`src/rtl/fsk_modulator.sv`:
```
// Binary FSK transmitter: one serial bit per SYM_LEN-clock square-wave symbol,
// mark/space tones on an unsigned 8-bit sample bus, with a one-entry input hold.
module fsk_modulator #(
  parameter int unsigned SYM_LEN    = 256,
  parameter int unsigned MARK_HALF  = 8,
  parameter int unsigned SPACE_HALF = 16,
  parameter logic [7:0]  MARK_HI    = 8'hB0,
  parameter logic [7:0]  MARK_LO    = 8'h70,
  parameter logic [7:0]  SPACE_HI   = 8'hF0,
  parameter logic [7:0]  SPACE_LO   = 8'h10,
  parameter logic [7:0]  IDLE_LEVEL = 8'h00
) (
  input  logic       clk,
  input  logic       rst,
  input  logic       bit_in,
  input  logic       bit_valid,
  output logic       bit_ready,
  output logic [7:0] dout,
  output logic       sym_start,
  output logic       busy
);

  localparam int unsigned CNT_W    = (SYM_LEN > 1) ? $clog2(SYM_LEN) : 1;
  localparam int unsigned HALF_MAX = (MARK_HALF > SPACE_HALF) ? MARK_HALF : SPACE_HALF;
  localparam int unsigned HALF_W   = (HALF_MAX > 1) ? $clog2(HALF_MAX) : 1;

  localparam logic [0:0] S_IDLE = 1'b0;
  localparam logic [0:0] S_SEND = 1'b1;

  logic [0:0]        state_q, state_d;
  logic [CNT_W-1:0]  sym_cnt_q, sym_cnt_d;
  logic [HALF_W-1:0] half_cnt_q, half_cnt_d;
  logic              lvl_hi_q, lvl_hi_d;
  logic              sym_bit_q, sym_bit_d;
  logic              hold_full_q, hold_full_d;
  logic              hold_bit_q, hold_bit_d;
  logic              bit_ready_q, bit_ready_d;
  logic [7:0]        dout_q, dout_d;
  logic              sym_start_q, sym_start_d;
  logic              busy_q, busy_d;

  logic              accept;
  logic              load;
  logic [HALF_W-1:0] half_last;

  assign accept    = bit_valid & bit_ready_q;
  assign half_last = sym_bit_q ? HALF_W'(MARK_HALF - 1) : HALF_W'(SPACE_HALF - 1);

  // Next-state and registered-output logic; dout_d is the sample for the next symbol cycle.
  always_comb begin
    state_d     = state_q;
    sym_cnt_d   = sym_cnt_q;
    half_cnt_d  = half_cnt_q;
    lvl_hi_d    = lvl_hi_q;
    sym_bit_d   = sym_bit_q;
    hold_full_d = hold_full_q;
    hold_bit_d  = hold_bit_q;
    dout_d      = dout_q;
    sym_start_d = 1'b0;
    busy_d      = busy_q;
    load        = 1'b0;

    case (state_q)
      S_IDLE: begin
        dout_d = IDLE_LEVEL;
        busy_d = 1'b0;
        if (hold_full_q) load = 1'b1;
      end
      S_SEND: begin
        if (sym_cnt_q == CNT_W'(SYM_LEN - 1)) begin
          if (hold_full_q) begin
            load = 1'b1;
          end else begin
            state_d = S_IDLE;
            dout_d  = IDLE_LEVEL;
            busy_d  = 1'b0;
          end
        end else begin
          sym_cnt_d = sym_cnt_q + CNT_W'(1);
          if (half_cnt_q == half_last) begin
            half_cnt_d = '0;
            lvl_hi_d   = ~lvl_hi_q;
          end else begin
            half_cnt_d = half_cnt_q + HALF_W'(1);
          end
          if (sym_bit_q) dout_d = lvl_hi_d ? MARK_HI : MARK_LO;
          else           dout_d = lvl_hi_d ? SPACE_HI : SPACE_LO;
        end
      end
      default: state_d = S_IDLE;
    endcase

    // Every symbol starts at its HI level with both counters cleared.
    if (load) begin
      state_d     = S_SEND;
      sym_bit_d   = hold_bit_q;
      hold_full_d = 1'b0;
      sym_cnt_d   = '0;
      half_cnt_d  = '0;
      lvl_hi_d    = 1'b1;
      dout_d      = hold_bit_q ? MARK_HI : SPACE_HI;
      sym_start_d = 1'b1;
      busy_d      = 1'b1;
    end

    if (accept) begin
      hold_full_d = 1'b1;
      hold_bit_d  = bit_in;
    end

    bit_ready_d = ~hold_full_d;
  end

  always_ff @(posedge clk) begin
    if (rst) begin
      state_q     <= S_IDLE;
      sym_cnt_q   <= '0;
      half_cnt_q  <= '0;
      lvl_hi_q    <= 1'b1;
      sym_bit_q   <= 1'b0;
      hold_full_q <= 1'b0;
      hold_bit_q  <= 1'b0;
      bit_ready_q <= 1'b0;
      dout_q      <= IDLE_LEVEL;
      sym_start_q <= 1'b0;
      busy_q      <= 1'b0;
    end else begin
      state_q     <= state_d;
      sym_cnt_q   <= sym_cnt_d;
      half_cnt_q  <= half_cnt_d;
      lvl_hi_q    <= lvl_hi_d;
      sym_bit_q   <= sym_bit_d;
      hold_full_q <= hold_full_d;
      hold_bit_q  <= hold_bit_d;
      bit_ready_q <= bit_ready_d;
      dout_q      <= dout_d;
      sym_start_q <= sym_start_d;
      busy_q      <= busy_d;
    end
  end

  assign bit_ready = bit_ready_q;
  assign dout      = dout_q;
  assign sym_start = sym_start_q;
  assign busy      = busy_q;

endmodule

```
`config.mk`:
```
export PLATFORM = sky130hd
export DESIGN_NAME = fsk_modulator
export DESIGN_NICKNAME = d
export VERILOG_FILES = /design/src/rtl/fsk_modulator.sv
export SDC_FILE = /design/constraint.sdc
export NUM_CORES = 1
export LEC_CHECK = 0
export CAP_MARGIN = 10
export CORE_ASPECT_RATIO = 0.5
export CORE_MARGIN = 3
export CORE_UTILIZATION = 30
export CTS_CLUSTER_SIZE = 24
export DETAILED_ROUTE_END_ITERATION = 6
export SYNTH_ARGS = -nofsm -noshare
export SYNTH_HDL_FRONTEND = slang
export SYNTH_SLANG_ARGS = --single-unit
```
`constraint.sdc`:
```
create_clock -name clk -period 2.6 [get_ports clk]
set_input_delay 0.65 -clock clk [delete_from_list [all_inputs] [get_ports clk]]
set_output_delay 0.65 -clock clk [all_outputs]
set_load 0.005 [all_outputs]
```
==> impl_metrics.env, run 1 <==
export IMPL_seq_power_share=0.562
export IMPL_cap_viol_max_count=0
export IMPL_final_setup_viol_count=0
export IMPL_clock_latency_ns=0.27
export IMPL_ys_types=34
export IMPL_tightest_slew_ns=0.590
export IMPL_ys_ff_latch=24
export IMPL_instances_no_fill=173
export IMPL_cts_buffers=3
export IMPL_rsz0062_at_grt="false"
export IMPL_nNetsFinal=133
export IMPL_htreeDepth=1
export IMPL_wl_per_cell_um=10.7
export IMPL_crit_fanout=14
export IMPL_antenna_left=0
export IMPL_post_cts_buffers=0
export IMPL_yosysWarnings=0
export IMPL_fmax_ghz=0.533
export IMPL_dr_first_iter_drc_count=37
export IMPL_core_um2=3210
export IMPL_dr_total_vias=795
export IMPL_ff2ff_path_depth=5
export IMPL_clock_sinks=24
export IMPL_place_area_um2=1180
export IMPL_dpl_hpwl_um=1270
export IMPL_synth_ff_type="dfxtp_1"
export IMPL_power_frac_comb=0.068
export IMPL_holdPathEnd="busy$_SDFFE_PP0P_"
export IMPL_grt_max_degree=15
export IMPL_dieArea_um2=4380
export IMPL_io_pins=15
export IMPL_cp_start_kind="flip-flop"
export IMPL_hold_viol=0
export IMPL_grt_pass1_wl_um=3300
export IMPL_outcome="completed"
export IMPL_synthArstFlopShare=0
export IMPL_rrSetupSlack_ns=0.73
export IMPL_seq_area_um2=480
export IMPL_syn2layout_area_growth_pct=15.4
export IMPL_path_buf_inv=0
export IMPL_dr_pass1_iters=4
export IMPL_overflow=0
export IMPL_initial_core_util=0.335
export IMPL_max_stage_delay_ns=0.54
export IMPL_ir_worst_vdd_mv=0.271
export IMPL_grtUsageTotal=0.0948
export IMPL_p_per_area_nw_per_um2=552
export IMPL_fp_row_count=14
export IMPL_internal_power_mw=0.536
export IMPL_cts_resized=0
export IMPL_layout_drive_gt1_share=0.0960
export IMPL_grt_pass1_vias=693
export IMPL_min_period_ns=1.87
export IMPL_postLayoutCellArea_um2=1240
export IMPL_critPathSlowestCell="o31ai_4"
export IMPL_cts_buffer_depth=2
export IMPL_slew_violations=0
export IMPL_hold_start="busy$_SDFFE_PP0P_"
export IMPL_synth_area_leaders="dfxtp_1, a21oi_1, nand2_1"
export IMPL_cts_root_buf="clkbuf_8"
export IMPL_finalWeightedCongestion=0.709
export IMPL_syn_area_um2=1070
export IMPL_final_common_cell="dfxtp_1"
export IMPL_syn_instance_count=116
export IMPL_finalWirelength_um=1840
export IMPL_cts_tree="yes"
export IMPL_min_path_type="flip-flop to flip-flop"
export IMPL_synth_edf_count=0
export IMPL_antennaDiodeCount=0
export IMPL_fin_skew_ns=0.00366
export IMPL_fin_tns_setup_ns=0
export IMPL_power_switching_mw=0.148
export IMPL_synth_top_area_cell="dfxtp_1"
export IMPL_clock_power_share=0.370
export IMPL_total_power_mw=0.684
export IMPL_r2r_end="sym_cnt_q[2]$_SDFFE_PP0P_"
export IMPL_cp_data_arrival_time_ns=2.03
export IMPL_dieHeight_um=48.3
export IMPL_via_per_inst=4.60
export IMPL_clk_pin_slew_ns=0.08
export IMPL_post_route_period_util=0.721
export IMPL_multi_input_area_um2=526
export IMPL_synth_top_area_frac=0.447
export IMPL_required_ns=2.76
export IMPL_criticalPathCategory="flip-flop to flip-flop"
export IMPL_dp_cells=169
export IMPL_p_sw_frac=0.217
export IMPL_die_x_um=90.6
export IMPL_holdPathStages=2
export IMPL_io_buffers=10
export IMPL_path_cells="ha_1 > nand2_1 > o31ai_4 > a21o_2 > nor3_1"
export IMPL_cp_top_family="compound AO/OA/AOI/OAI gates"
export IMPL_layout_common_cells="dfxtp_1, nand2_1, nor2_1, a21oi_1, clkdlybuf4s50_1"
export IMPL_drc=0
export IMPL_antenna_found_initial=0
export IMPL_ys_seq_area_frac=0.447
export IMPL_worstReg2RegStart="sym_cnt_q[0]$_SDFFE_PP0P_"
export IMPL_p_leak_nw=0.452
export IMPL_ctsHoldBuffers=0
export IMPL_fillCellCount=329
export IMPL_avgSynthCellArea_um2=9.27
export IMPL_relSlewSlack=0.606
export IMPL_end_kind="flip-flop"
[worst register-to-register path, delay by kind of cell (launching register included)]
family	cells	cell delay [ns]
simple gates	2	0.27
fa+ha+maj	1	0.22
compound gates	2	0.90
flops	1	0.39
[cell usage after synthesis (2+ instances only)]
master	number
and4_1	2
nand2_1	12
nand3b_1	6
inv_1	3
o211ai_1	2
buf_4	5
o21ai_0	2
nand3_1	6
a31oi_1	2
buf_6	2
dfxtp_1	24
nor3_1	2
ha_1	3
a21oi_1	10
a21o_2	2
xor2_1	5
nand4_1	2
nor2_1	10
[cell families after synthesis]
| logic type | Yosys count | share of synthesized area |
|---|---|---|
| adder cells (fa/ha/maj) | 3 | 0.0349 |
| buffers and inverters | 12 | 0.0745 |
| XOR/XNOR | 6 | 0.0489 |
| AO/OA/AOI/OAI | 24 | 0.155 |
| flip-flops | 24 | 0.447 |
| other | 1 | 0.00349 |
| AND/OR/NAND/NOR | 46 | 0.236 |
[power by group through the flow]
stage	Combinational (mW)	Clock [mW]	Sequential, mW
floorplan	0.0351	0	0.392
detailed placement	0.0469	0	0.393
global placement	0.0471	0	0.393
CTS	0.0471	0.262	0.384
finish	0.0465	0.253	0.384
global route	0.0524	0.277	0.386
[layout make-up]
| cell class | count | share of cell area |
|---|---|---|
| multi-input combinational | 83 | 0.424 |
| sequential | 24 | 0.387 |
| timing repair buffer | 11 | 0.0868 |
| tap | 48 | 0.0484 |
| clock buffer | 4 | 0.0444 |
| inverter | 3 | 0.00908 |
[worst max path at each step]
stage | from | end | slack [ns] | depth (start not counted)
floorplan | sym_cnt_q[0]$_SDFFE_PP0P_ | lvl_hi_q$_SDFFE_PP1P_ | 1.09 | 5
detailed placement | rst | lvl_hi_q$_SDFFE_PP1P_ | 0.73 | 3
global route | sym_cnt_q[0]$_SDFFE_PP0P_ | sym_cnt_q[2]$_SDFFE_PP0P_ | 0.54 | 5
finish | sym_cnt_q[0]$_SDFFE_PP0P_ | sym_cnt_q[2]$_SDFFE_PP0P_ | 0.73 | 5
CTS | sym_cnt_q[0]$_SDFFE_PP0P_ | sym_cnt_q[2]$_SDFFE_PP0P_ | 0.73 | 5
global placement | rst | lvl_hi_q$_SDFFE_PP1P_ | 0.74 | 3
[metal layers]
layer,routed length [um],global-route usage
met1,972,0.124
met2,754,0.133
met3,79,0.0418
met4,38,0.0457
met5,0,0
[state kept, by name, summed over array words and instances, names as in the netlist]
name	flops
busy	1
half_cnt_q	4
bit_ready	1
state_q	1
lvl_hi_q	1
hold_bit_q	1
sym_cnt_q	8
hold_full_q	1
dout	4
sym_bit_q	1
sym_start	1
[through the flow]
step	hold WS [ns]	util	setup WS, ns
2_1_floorplan	0.444	-	1.09
3_3_place_gp	0.451	0.370	0.741
3_5_place_dp	0.458	0.370	0.726
4_1_cts	0.472	0.387	0.735
5_1_grt	0.504	0.387	0.541
6_report	0.466	0.387	0.725
Power figures use the tool's default switching activity.
==> run 2: changes to the inputs <==
- clock period: 2.6 -> 1.8 ns (I/O delays scaled with it)
==> run 2 against run 1 <==
Via count increased by 0.88%; fmax increased by 14%; register-to-register slack lost 0.57 ns; setup slack worse by 0.57 ns; non-clock buffer count is 4 higher; clock power grew 88%; combinational power increased by 71%; sequential power is 45% higher; wire length increased by 3.8%.
==> impl_metrics.env, run 2 (same netlist as run 1, synthesis figures left out) <==
export IMPL_outcome="completed"
export IMPL_hold_viol=0
export IMPL_final_common_cell="dfxtp_1"
export IMPL_rrSetupSlack_ns=0.16
export IMPL_min_path_type="flip-flop to flip-flop"
export IMPL_clk_pin_slew_ns=0.09
export IMPL_power_frac_comb=0.072
export IMPL_post_route_period_util=0.914
export IMPL_cts_root_buf="clkbuf_8"
export IMPL_grt_max_degree=15
export IMPL_antenna_found_initial=0
export IMPL_drc=0
export IMPL_core_um2=3210
export IMPL_required_ns=1.96
export IMPL_dr_first_iter_drc_count=63
export IMPL_dpl_hpwl_um=1340
export IMPL_power_switching_mw=0.224
export IMPL_fmax_ghz=0.608
export IMPL_syn2layout_area_growth_pct=21.2
export IMPL_grtUsageTotal=0.0936
export IMPL_die_x_um=90.6
export IMPL_post_cts_buffers=0
export IMPL_criticalPathCategory="flip-flop to flip-flop"
export IMPL_fin_skew_ns=0.00815
export IMPL_finalWirelength_um=1910
export IMPL_p_leak_nw=0.479
export IMPL_grt_pass1_wl_um=3340
export IMPL_final_setup_viol_count=0
export IMPL_cts_buffers=3
export IMPL_fin_hold_ws_ns=0.462
export IMPL_antennaDiodeCount=0
export IMPL_grt_pass1_vias=698
export IMPL_htreeDepth=1
export IMPL_cp_start_kind="flip-flop"
export IMPL_overflow=0
export IMPL_p_sw_frac=0.202
export IMPL_largest_reg_flops=8
export IMPL_fin_tns_setup_ns=0
export IMPL_io_pins=15
export IMPL_fp_row_count=14
export IMPL_cap_viol_max_count=0
export IMPL_via_per_inst=4.53
export IMPL_dieHeight_um=48.3
export IMPL_slew_violations=0
export IMPL_fillCellCount=321
export IMPL_layout_common_cells="dfxtp_1, nand2_1, nor2_1, a21oi_1, clkdlybuf4s50_1"
export IMPL_finalWeightedCongestion=0.751
export IMPL_wl_per_cell_um=10.8
export IMPL_antenna_left=0
export IMPL_clock_power_share=0.428
export IMPL_end_kind="flip-flop"
export IMPL_ir_worst_vdd_mv=0.281
export IMPL_cts_tree="yes"
export IMPL_clock_latency_ns=0.27
export IMPL_initial_core_util=0.335
export IMPL_layout_drive_gt1_share=0.132
export IMPL_ctsHoldBuffers=0
export IMPL_clock_sinks=24
export IMPL_seq_power_share=0.500
export IMPL_p_per_area_nw_per_um2=851
export IMPL_min_period_ns=1.64
export IMPL_rsz0062_at_grt="false"
export IMPL_crit_fanout=9
export IMPL_internal_power_mw=0.885
export IMPL_dieArea_um2=4380
export IMPL_cts_buffer_depth=2
export IMPL_dr_pass1_iters=4
export IMPL_nNetsFinal=137
export IMPL_cp_data_arrival_time_ns=1.80
export IMPL_dr_total_vias=802
export IMPL_cts_resized=0
export IMPL_top_register="sym_cnt_q"
export IMPL_io_buffers=10
-- run 2: cell count changes in the layout (fill, tap and decap cells not counted) --
cell,before,now
buf_4,1,4
buf_12,0,1
bufinv_16,0,1
clkbuf_8,4,3
o21bai_1,1,0
o21bai_2,0,1
-- run 2: power by group through the flow --
stage / registers, mW / logic (mW) / clock network [mW]
floorplan: 0.566 / 0.0507 / 0
global placement: 0.567 / 0.0789 / 0
detailed placement: 0.567 / 0.0787 / 0
global route: 0.557 / 0.0872 / 0.508
finish: 0.555 / 0.0794 / 0.475
CTS: 0.555 / 0.0793 / 0.487
-- run 2: cell type report --
| class | count | area (um2) | share of cell area |
|---|---|---|---|
| well taps | 48 | 60.1 | 0.0461 |
| inverters | 3 | 11.3 | 0.00865 |
| multi-input cells | 83 | 529 | 0.406 |
| repair buffers | 15 | 150 | 0.115 |
| flip-flops and latches | 24 | 480 | 0.369 |
| clock inverters | 1 | 30.0 | 0.0231 |
| clock buffers | 3 | 41.3 | 0.0317 |
-- run 2: worst max-delay path: stages (launching register included) --
cell and delay [ns]:
dfxtp_1 0.37, ha_1 0.21, nand2_1 0.13, o31ai_4 0.40
nor3_1 0.07, or3b_1 0.36
-- run 2: per-stage QoR --
step / area (um2) / total power [mW] / cells / util / setup slack [ns]
CTS: 1300 / 1.12 / 177 / 0.405 / 0.148
detailed placement: 1230 / 0.646 / 173 / 0.383 / 0.164
finish: 1300 / 1.11 / 177 / 0.406 / 0.155
global route: 1300 / 1.15 / 177 / 0.406 / 0.0119
floorplan: 1090 / 0.616 / 119 / - / 0.290
global placement: 1230 / 0.646 / 173 / 0.383 / 0.187
-- run 2: worst paths after layout --
path / from / endpoint / depth (start not counted)
worst max-delay path: sym_cnt_q[1]$_SDFFE_PP0P_ / lvl_hi_q$_SDFFE_PP1P_ / 5
worst min-delay path: busy$_SDFFE_PP0P_ / busy$_SDFFE_PP0P_ / 2
worst max register to register: sym_cnt_q[1]$_SDFFE_PP0P_ / lvl_hi_q$_SDFFE_PP1P_ / 5
worst min register to register: busy$_SDFFE_PP0P_ / busy$_SDFFE_PP0P_ / 2
-- run 2: metal layers --
layer	track usage	vias to the layer above	part of all wire
li1	-	422	-
met1	0.130	364	0.55
met4	0.0330	0	0.016
met3	0.0418	4	0.043
met5	0	-	0
met2	0.126	12	0.39
